$ cat config.mk
export PLATFORM = sky130hd
export DESIGN_NAME = uart_send_32bit_word
export DESIGN_NICKNAME = d
export VERILOG_FILES = /design/src/rtl/uart_send_32bit_word.sv
export SDC_FILE = /design/constraint.sdc
export NUM_CORES = 1
export LEC_CHECK = 0
export ABC_CLOCK_PERIOD_IN_PS = 4500
export CORE_MARGIN = 2
export CORE_UTILIZATION = 59
export CTS_CLUSTER_SIZE = 28
export DETAILED_ROUTE_END_ITERATION = 6
export PLACE_DENSITY = 0.89
export SYNTH_ARGS = -nofsm -noshare
export SYNTH_HDL_FRONTEND = slang
export SYNTH_SLANG_ARGS = --single-unit
$ cat constraint.sdc
create_clock -name clk -period 4.5 [get_ports clk]
set_clock_uncertainty 0.1 [all_clocks]
set_input_delay 0.9 -clock clk [delete_from_list [all_inputs] [get_ports clk]]
set_output_delay 0.9 -clock clk [all_outputs]
set_load 0.02 [all_outputs]
$ cat src/rtl/uart_send_32bit_word.sv
// 8N1 UART transmitter sending a 32-bit word as four LSB-first bytes.
// Byte 0 is data_in[7:0]; tx is registered and idles high.
module uart_send_32bit_word #(
  parameter int CLKS_PER_BIT = 868,
  parameter int STOP_BITS    = 1
) (
  input  logic        clk,
  input  logic        reset_n,
  input  logic        start,
  input  logic [31:0] data_in,
  output logic        ready,
  output logic        done,
  output logic        tx
);

  localparam int CW = $clog2(CLKS_PER_BIT);
  localparam logic [CW-1:0] CNT_LAST  = CW'(CLKS_PER_BIT - 1);
  localparam logic [2:0]    STOP_LAST = 3'(STOP_BITS - 1);

  typedef enum logic [1:0] {
    IDLE,
    START,
    DATA,
    STOP
  } state_e;

  state_e        state_q, state_d;
  logic [CW-1:0] cnt_q, cnt_d;
  logic [2:0]    bit_q, bit_d;
  logic [1:0]    byte_q, byte_d;
  logic [31:0]   shreg_q, shreg_d;
  logic          tx_q, tx_d;
  logic          done_q, done_d;
  logic          bit_end;
  logic [7:0]    cur_byte;

  always_comb begin
    state_d = state_q;
    bit_d   = bit_q;
    byte_d  = byte_q;
    shreg_d = shreg_q;
    done_d  = 1'b0;
    bit_end = (cnt_q == CNT_LAST);
    cnt_d   = bit_end ? '0 : cnt_q + CW'(1);

    unique case (state_q)
      IDLE: begin
        cnt_d = '0;
        if (start) begin
          shreg_d = data_in;
          byte_d  = '0;
          bit_d   = '0;
          state_d = START;
        end
      end
      START: begin
        if (bit_end) begin
          bit_d   = '0;
          state_d = DATA;
        end
      end
      DATA: begin
        if (bit_end) begin
          bit_d = bit_q + 3'd1;
          if (bit_q == 3'd7) begin
            bit_d   = '0;
            state_d = STOP;
          end
        end
      end
      STOP: begin
        if (bit_end) begin
          if (bit_q == STOP_LAST) begin
            bit_d = '0;
            if (byte_q == 2'd3) begin
              byte_d  = '0;
              done_d  = 1'b1;
              state_d = IDLE;
            end else begin
              byte_d  = byte_q + 2'd1;
              shreg_d = {8'h00, shreg_q[31:8]};
              state_d = START;
            end
          end else begin
            bit_d = bit_q + 3'd1;
          end
        end
      end
      default: state_d = IDLE;
    endcase

    // tx follows the next state so the line changes exactly on bit edges
    cur_byte = shreg_d[7:0];
    unique case (1'b1)
      (state_d == START): tx_d = 1'b0;
      (state_d == DATA):  tx_d = cur_byte[bit_d];
      default:            tx_d = 1'b1;
    endcase
  end

  always_ff @(posedge clk or negedge reset_n) begin
    if (!reset_n) begin
      state_q <= IDLE;
      cnt_q   <= '0;
      bit_q   <= '0;
      byte_q  <= '0;
      shreg_q <= '0;
      tx_q    <= 1'b1;
      done_q  <= 1'b0;
    end else begin
      state_q <= state_d;
      cnt_q   <= cnt_d;
      bit_q   <= bit_d;
      byte_q  <= byte_d;
      shreg_q <= shreg_d;
      tx_q    <= tx_d;
      done_q  <= done_d;
    end
  end

  assign ready = (state_q == IDLE);
  assign done  = done_q;
  assign tx    = tx_q;

endmodule
# After elaboration in Yosys (flattened, before gate mapping)

Cells that the tools add are included.

Input port bits: 35
Register bits after elaboration: 51
Output and inout bits: 3
Word-level logic and storage cells: 63

Eq/ne operators: 12
Reduce and logical (&&, ||, !) cells: 5
$add $sub $neg: 3
Multiplexer cells: 34
Magnitude comparators: 1

Operator list:

| cell                                                                         | count |
|---|---|
| 32-bit 2-to-1 mux                                                            | 4 |
| 32-bit case mux with 2 select lines                                          | 1 |
| 10-bit 2-to-1 mux                                                            | 2 |
| 2-bit 2-to-1 mux                                                             | 10 |
| 3-bit 2-to-1 mux                                                             | 6 |
| 3-bit case mux with 4 select lines                                           | 1 |
| 10-bit by 1-bit adder with 10-bit output, second input constant              | 1 |
| 10-bit == test, second input constant                                        | 1 |
| 2-bit == test, second input constant                                         | 4 |
| 2-bit inequality test, second input constant                                 | 4 |
| 2-bit case mux with 4 select lines                                           | 1 |
| 1-bit 2-to-1 mux                                                             | 6 |
| 5-bit AND reduction                                                          | 1 |
| 2-bit by 1-bit == test with 1-bit output, second input constant              | 2 |
| 3-bit by 4-bit less-than comparator with 1-bit output, second input constant | 1 |
| 2-bit case mux with 2 select lines                                           | 1 |
| 4-bit AND reduction                                                          | 1 |
| 3-bit by 1-bit adder with 3-bit output, second input constant                | 1 |
| 1-bit binary-select mux with 3-bit select                                    | 1 |
| 3-bit == test, second input constant                                         | 1 |
| 3-bit logical NOT                                                            | 1 |
| 2-bit by 1-bit adder with 2-bit output, second input constant                | 1 |
| 2-bit logical NOT                                                            | 1 |
| 1-bit case mux with 2 select lines                                           | 1 |
| 2-bit nonzero test                                                           | 1 |

# Logic depth before layout (Yosys ltp)

Gate-level depths: netlist (run 1).

Depth after elaboration: 8
Gate-level depth with buffers: 12
Depth with buffers taken out: 10

# Least setup slack after synthesis (run 1)

OpenSTA, ideal clock, no wires.

Path kind: flip-flop to flip-flop
From: register state_q[0]
To: register tx_q, in the netlist tx
Clock period less this slack: 2.715 ns
Library setup time: 0.088 ns
Arrival time: 2.528 ns
Stages on the path, launching flop included: 11
Buffers on the path: 1
Setup slack: 1.785 ns
Data required time: 4.312 ns
Cells stage by stage: dfrtp_1 -> inv_1 -> ha_1 -> clkbuf_1 -> inv_1 -> nor2_1 -> a21o_1 -> o2bb2ai_1 -> mux2_2 -> a2111oi_2 -> nor3_1

Longest elaborated chain between the ends: 5
Elaborated cells between the ends (all ways): 18
Classes of those cells: 5 x eq/ne; 12 x mux; 1 x reduce/logical

Ends and longest elaborated chain:

| item                                      | RTL line | RTL |
|---|---|---|
| start: declaration                        | 27       | `state_e state_q, state_d;` |
| start signal: assignment                  | 111      | `state_q <= state_d;` |
| 2-bit logical NOT                         | n/a      |  |
| via ready                                 | 11       | `output logic ready,` |
| 3-bit case mux with 4 select lines        | 46       | `unique case (state_q)` |
| via bit_d[1]                              | 29       | `logic [2:0] bit_q, bit_d;` |
| 1-bit binary-select mux with 3-bit select | 96       | `(state_d == DATA): tx_d = cur_byte[bit_d];` |
| 1-bit 2-to-1 mux (not written as such)    | 96       |  |
| 1-bit case mux with 2 select lines        | 94       | `unique case (1'b1)` |
| via tx_d                                  | 32       | `logic tx_q, tx_d;` |
| end signal: assignment                    | 116      | `tx_q <= tx_d;` |
| end: declaration                          | 32       |  |

The timed path passes the listed nets, and every way through them passes these cells. The select of a mux whose other input is x is not followed.
A chain may end at the register's enable or synchronous reset.

# Worst setup path after layout (run 1)

From: register state_q[0]
To: register tx_q, in the netlist tx

Longest elaborated chain between the ends: 5
Elaborated cells between the ends (all ways): 18
Classes of those cells: 5 x eq/ne; 12 x mux; 1 x reduce/logical

Ends and longest elaborated chain:

| item                                               | RTL line | RTL |
|---|---|---|
| 2-bit == test or 2-bit logical NOT (tied branches) | 46       |  |
| 32-bit case mux with 2 select lines *              | 46       |  |
| via shreg_d[1]                                     | 31       | `logic [31:0] shreg_q, shreg_d;` |
| 1-bit binary-select mux with 3-bit select *        | 96       |  |
| 1-bit 2-to-1 mux (not written as such) *           | 96       |  |
| 1-bit case mux with 2 select lines *               | 94       |  |
| via tx_d                                           | 32       |  |

Mark *: on every way through the listed nets, which the timed path passes. The rest lies on a longest branch. The select of a mux whose other input is x is not followed.

==> results of run 1 <==
[layer usage]
layer | vias to the layer above | track usage | wire [microns]
li1 | 1084 | - | -
met1 | 1136 | 0.3647 | 2725
met2 | 105 | 0.3884 | 2938
met3 | 13 | 0.05000 | 360
met4 | 0 | 0.09015 | 127
met5 | - | 0 | 0
[logic make-up (layout without fill, tap and decap cells)]
group	after synthesis	count (layout)	synth area share
AO/OA/AOI/OAI	77	77	0.2214
XOR/XNOR	8	8	0.02556
adder cells (fa/ha/maj)	9	9	0.04108
buffers and inverters	25	57	0.03697
flip-flops	51	51	0.4660
multiplexers	6	6	0.02236
AND/OR/NAND/NOR	102	102	0.1867
[placed cells by master (no fill, tap or decap), types with 3 or more instances in the layout]
cell	Yosys	layout
nand3_1	8	8
a21oi_1	7	7
nand4_1	3	3
a21o_1	3	3
buf_4	0	3
o21ai_0	6	6
ha_1	9	9
and3_1	10	10
inv_1	8	8
nor2_1	19	19
xor2_1	6	6
a311o_1	6	6
a22oi_1	16	16
nor3_1	3	3
mux2i_1	5	5
a31oi_1	4	4
a22o_1	20	20
nand2_1	42	42
clkbuf_8	0	5
clkdlybuf4s50_1	0	36
dfrtp_1	50	50
[layout make-up]
class                           count  share of cell area
Multi-Input combinational cell    202              0.4250
Sequential cell                    51              0.3967
Timing Repair Buffer               40              0.1204
Clock buffer                        5             0.02137
Tap cell                           52             0.02020
Inverter                            9             0.01049
Clock inverter                      3            0.005828
[cells in the mapped netlist (2+ instances only)]
cell	number	area [sq um]
a211oi_1	2	15.01
a21o_1	3	22.52
a21oi_1	7	35.03
a22o_1	20	175.2
a22oi_1	16	120.1
a311o_1	6	60.06
a31oi_1	4	25.02
a32oi_1	2	17.52
and2_1	2	12.51
and3_1	10	62.56
buf_2	6	30.03
clkbuf_1	10	37.54
dfrtp_1	50	1251
ha_1	9	112.6
inv_1	8	30.03
mux2i_1	5	50.05
nand2_1	42	157.7
nand3_1	8	40.04
nand4_1	3	18.77
nor2_1	19	71.32
nor2b_1	2	12.51
nor3_1	3	15.01
nor3b_1	2	15.01
nor4_1	3	18.77
o21ai_0	6	30.03
o2bb2ai_1	2	17.52
o31ai_1	2	15.01
xnor2_1	2	17.52
xor2_1	6	52.55
[critical path: cells and delay by family (launching register included)]
| family | cells | cell delay (ns) |
|---|---|---|
| buffers and inverters | 1 | 0.10 |
| multiplexers | 1 | 0.27 |
| AND/OR/NAND/NOR | 2 | 0.41 |
| AO/OA/AOI/OAI | 4 | 1.08 |
| flip-flops | 1 | 0.45 |
| adder cells (fa/ha/maj) | 1 | 0.70 |
[per-stage QoR]
step	area [sq um]	utilization	total power [mW]	hold slack, ns
finish	3221	0.7296	1.472	0.3755
detailed placement	3133	0.7098	1.207	0.3575
global placement	3133	0.7098	1.178	0.3457
CTS	3221	0.7296	1.469	0.3789
floorplan	2741	-	1.044	0.3307
global route	3221	0.7296	1.567	0.4019
[worst paths after layout]
check | to | depth (start not counted) | slack [ns] | from
worst max-delay path | tx | 9 | 1.30 | state_q[0]
worst min-delay path | shreg_q[20] | 2 | 0.38 | shreg_q[20]
worst max register to register | tx | 9 | 1.30 | state_q[0]
worst min register to register | shreg_q[20] | 2 | 0.38 | shreg_q[20]
max in group asynchronous | shreg_q[31] | 1 | 2.93 | reset_n
min in group asynchronous | cnt_q[8] | 1 | 0.70 | reset_n
[power groups by stage]
| stage | Sequential, mW | Combinational [mW] | Clock [mW] |
|---|---|---|---|
| after floorplan | 0.664 | 0.379 | 0 |
| after global placement | 0.673 | 0.505 | 0 |
| after detailed placement | 0.683 | 0.524 | 0 |
| after CTS | 0.674 | 0.528 | 0.267 |
| after global routing | 0.691 | 0.593 | 0.283 |
| final | 0.677 | 0.529 | 0.265 |
[sequential cells by signal, summed over array words and instances (netlist names)]
name / flops
bit_q: 3
state_q: 2
byte_q: 2
done: 1
tx: 1
cnt_q: 10
shreg_q: 32
==> reports/metrics.yaml, run 1 <==
insertion_delay_ns: 0.31
grt-ovfl-total: 0
synth_cell_type_count: 47
multi_input_area_sq_mm: 0.001369
drv_cap: 0
crit_chain: "inv_1 > ha_1 > nor2b_1 > a22o_1 > a22o_1 > a311o_1 > mux2_2 > a2111oi_2 > nor3_1"
pwr-share-clk: 0.180
yosysWarnings: 0
htree_levels: 2
synth_edf_count: 0
clock_sinks: 51
drv_slew: 0
finalWeightedCongestion: 0.8618
hpwl_microns: 4242
crit_slowest_cell: "ha_1"
wirelength_microns: 6151
critical_path.max_fanout: 17
ios: 38
numCtsBuffers: 5
via_count: 2338
p_seq_frac: 0.460
fmax_ghz: 0.3128
dieArea_sq_mm: 0.005208
p_sw_mw: 0.5456
layout-drive-gt1-share: 0.07097
clk_pin_slew_ns: 0.10
postCtsSetupBuffers: 0
worstSetupPathType: "reg -> reg"
io_buffers: 37
endpoint_kind: "flop"
grt_pass1_vias: 2217
cts-root-buf: "clkbuf_8"
yosysSeqAreaShare: 0.4660
syn_inst: 278
die_w_microns: 72.17
wl_per_cell_microns: 16.99
async_reset_ff_frac: 1.000
avgSynthCellArea_sq_um: 9.861
min_period_over_period: 0.7105
cts_tree: "yes"
ys_seq_elements: 51
tightest_slew_ns: 1.101
start_util: 0.6210
p_leak_nw: 1.469
first_pass_iters: 5
min_path_type: "reg -> reg"
p_int_mw: 0.9266
core_area_sq_mm: 0.004414
min_period_ns: 3.197
comb_power_share: 0.360
max_stage_delay_ns: 0.70
p_per_area_mw_per_mm2: 457.1
routed_via_density: 6.459
dp_slack_ns: 1.045
drc: 0
clk_path_buf_depth: 2
register_area_sq_mm: 0.001277
finalNonFillerCells: 362
cts_resized: 0
ir_drop_mv: 0.2962
netlist_area_sq_mm: 0.002741
diodes: 0
grt_max_degree: 52
syn_to_final_growth_pct: 17.48
hold_violations: 0
cpMostUsedCell: "a22o_1"
final-setup-viol-count: 0
first_iter_violations: 224
nFillCells: 309
power.switching_fraction: 0.3706
cp.required_ns: 4.64
ant_nets: 0
finalNetCount: 353
grt_usage: 0.2541
slew_headroom: 0.2659
grt_pass1_wl_microns: 10260
fin_ws_ns: 1.303
synth_top_flop_cell: "dfrtp_1"
die_h_microns: 72.17
final.setup.tns_ns: 0
dpl.cell_count: 354
critical_path_arrival_ns: 3.34
rsz0062_at_grt: "no"
antenna_found_initial: 0
status: "completed"
rows: 24
syn_nets: 322
ctsHoldBuffers: 0
crit_path_start_kind: "flop"
No activity file was read; power rests on OpenSTA's default activity.
==> run 2, diff against run 1 <==
Settings changed: ABC_CLOCK_PERIOD_IN_PS 4500 to 3270, CORE_UTILIZATION 59 to 55, PLACE_DENSITY 0.89 to 0.84.
Clock period 4.5 ns to 3.27 ns, I/O delays scaled along.
==> reports/metrics.yaml, run 2 (synthesis gave the netlist of run 1 again) <==
die_h_microns: 74.60  # +3.4%
cts-root-buf: "clkbuf_8"
tightest_slew_ns: 0.7317  # -0.3694 ns
cp.required_ns: 3.40  # -1.24 ns
routed_via_density: 5.943  # -8.0%
start_util: 0.5766  # -0.04445
crit_chain: "ha_1 > nor3b_4 > nand3_1 > mux2i_1 > o2bb2ai_1 > mux2_2 > a2111oi_2 > nor3_1"
clk_path_buf_depth: 2  # unchanged
fmax_ghz: 0.3436  # +9.9%
p_leak_nw: 1.498  # +2.0%
syn_to_final_growth_pct: 19.81
numCtsBuffers: 5  # unchanged
rsz0062_at_grt: "no"
fin_hold_ws_ns: 0.2639  # -0.1115 ns
hold_violations: 0  # unchanged
hpwl_microns: 4315  # +1.7%
insertion_delay_ns: 0.30  # about the same
dieArea_sq_mm: 0.005565  # +6.9%
final.setup.tns_ns: 0  # unchanged
cts_tree: "yes"
first_iter_violations: 356  # +59%
die_w_microns: 74.60  # +3.4%
drc: 0  # unchanged
rr_worst_depth: 8  # -1
finalWeightedCongestion: 0.8629  # +0.13%
htree_levels: 2  # unchanged
finalNetCount: 359  # +1.7%
ios: 38  # unchanged
grt_pass1_vias: 2232  # +0.68%
status: "completed"
final-setup-viol-count: 0  # unchanged
total_power_mw: 2.032  # +38%
layout-drive-gt1-share: 0.08861  # +0.01764
drv_slew: 0  # unchanged
nFillCells: 385  # +25%
wirelength_microns: 6019  # -2.1%
core_area_sq_mm: 0.004755  # +7.7%
antenna_found_initial: 0  # unchanged
p_per_area_mw_per_mm2: 618.6  # +35%
io_buffers: 37  # unchanged
diodes: 0  # unchanged
rows: 25  # +4.2%
grt_usage: 0.2410  # -0.01309
min_path_type: "in -> async"
cts_resized: 0  # unchanged
grt-ovfl-total: 0  # unchanged
top_regs: "shreg_q: 32 flops, cnt_q: 10 flops, bit_q: 3 flops"
slew_headroom: 0.5058  # +0.2399
wl_per_cell_microns: 15.72  # -7.5%
grt_pass1_wl_microns: 10230  # -0.34%
regMostFlops: "shreg_q"
ctsHoldBuffers: 0  # unchanged
min_period_over_period: 0.8900  # +0.1796
crit_path_start_kind: "flop"
via_count: 2276  # -2.7%
drv_cap: 0  # unchanged
endpoint_kind: "flop"
layout_common_cells: "50 x dfrtp_1, 42 x nand2_1, 36 x clkdlybuf4s50_1, 20 x a22o_1, 19 x nor2_1"
worstSetupPathType: "reg -> reg"
min_period_ns: 2.910  # -0.2867 ns
clk_pin_slew_ns: 0.09  # about the same
first_pass_iters: 4  # -1
clock_sinks: 51  # unchanged
ant_nets: 0  # unchanged
ir_drop_mv: 0.3536  # +19%
postCtsSetupBuffers: 0  # unchanged
largest_reg_flops: 32  # unchanged
final_common_cell: "dfrtp_1"
max_stage_delay_ns: 0.41  # -0.29 ns
crit_slowest_cell: "dfrtp_1"
critical_path_arrival_ns: 3.04  # -0.30 ns
critical_path.max_fanout: 6  # -11
grt_max_degree: 31  # -40%
[run 2: cell types whose count changed in the layout (fill, tap and decap cells not counted), sizes merged]
cell	delta
buf	+6
[run 2: path summary, 6_finish.rpt]
path                             start  slack [ns]     endpoint
setup / recovery              cnt_q[0]        0.36           tx
hold / removal                 reset_n        0.26  shreg_q[25]
setup reg to reg              cnt_q[0]        0.36           tx
hold reg to reg            shreg_q[21]        0.38  shreg_q[21]
max in group asynchronous      reset_n        2.11           tx
min in group clk           shreg_q[21]        0.38  shreg_q[21]
[run 2: cell type report]
| cell class | instances | area [sq um] | area share |
|---|---|---|---|
| Sequential cell | 51 | 1277 | 0.3890 |
| Clock buffer | 5 | 68.82 | 0.02095 |
| Timing Repair Buffer | 46 | 432.9 | 0.1318 |
| Multi-Input combinational cell | 202 | 1369 | 0.4168 |
| Clock inverter | 3 | 18.77 | 0.005714 |
| Inverter | 9 | 33.78 | 0.01029 |
| Tap cell | 67 | 83.83 | 0.02552 |
[run 2: power breakdown]
group          internal (mW)  leakage, nW  switching, mW  total (mW)
clock                  0.151       0.0483          0.211       0.362
sequential             0.810        0.689          0.121       0.932
combinational          0.329        0.761          0.408       0.738
[run 2: through the flow]
step | cells | util | instance area, sq um | setup WS (ns)
6_report | 383 | 0.6908 | 3284 | 0.3597
3_3_place_gp | 375 | 0.6724 | 3197 | 0.3174
3_5_place_dp | 375 | 0.6724 | 3197 | 0.2640
2_1_floorplan | 278 | - | 2741 | 0.5546
5_1_grt | 383 | 0.6908 | 3284 | 0.06434
4_1_cts | 383 | 0.6908 | 3284 | 0.3661
[run 2: critical path: cells and delay by family, from the launching register on]
kind                       cells  cell delay (ns)
adders and majority gates      1             0.28
muxes                          2             0.61
AOI/OAI and AO/OA              2             0.75
and+or+nand+nor                3             0.71
DFF                            1             0.41
[run 2: metal layers]
layer,vias up,track usage,share of wire
met2,87,0.3491,0.47
met3,10,0.04607,0.056
li1,1096,-,-
met5,-,0,0
met4,0,0.09325,0.012
met1,1083,0.3591,0.47
==> run 3, diff against run 2 <==
Settings changed: CTS_CLUSTER_DIAMETER set to 200.
==> results of run 3 <==
No change in the layout: final DEF, timing and power equal those of run 2.
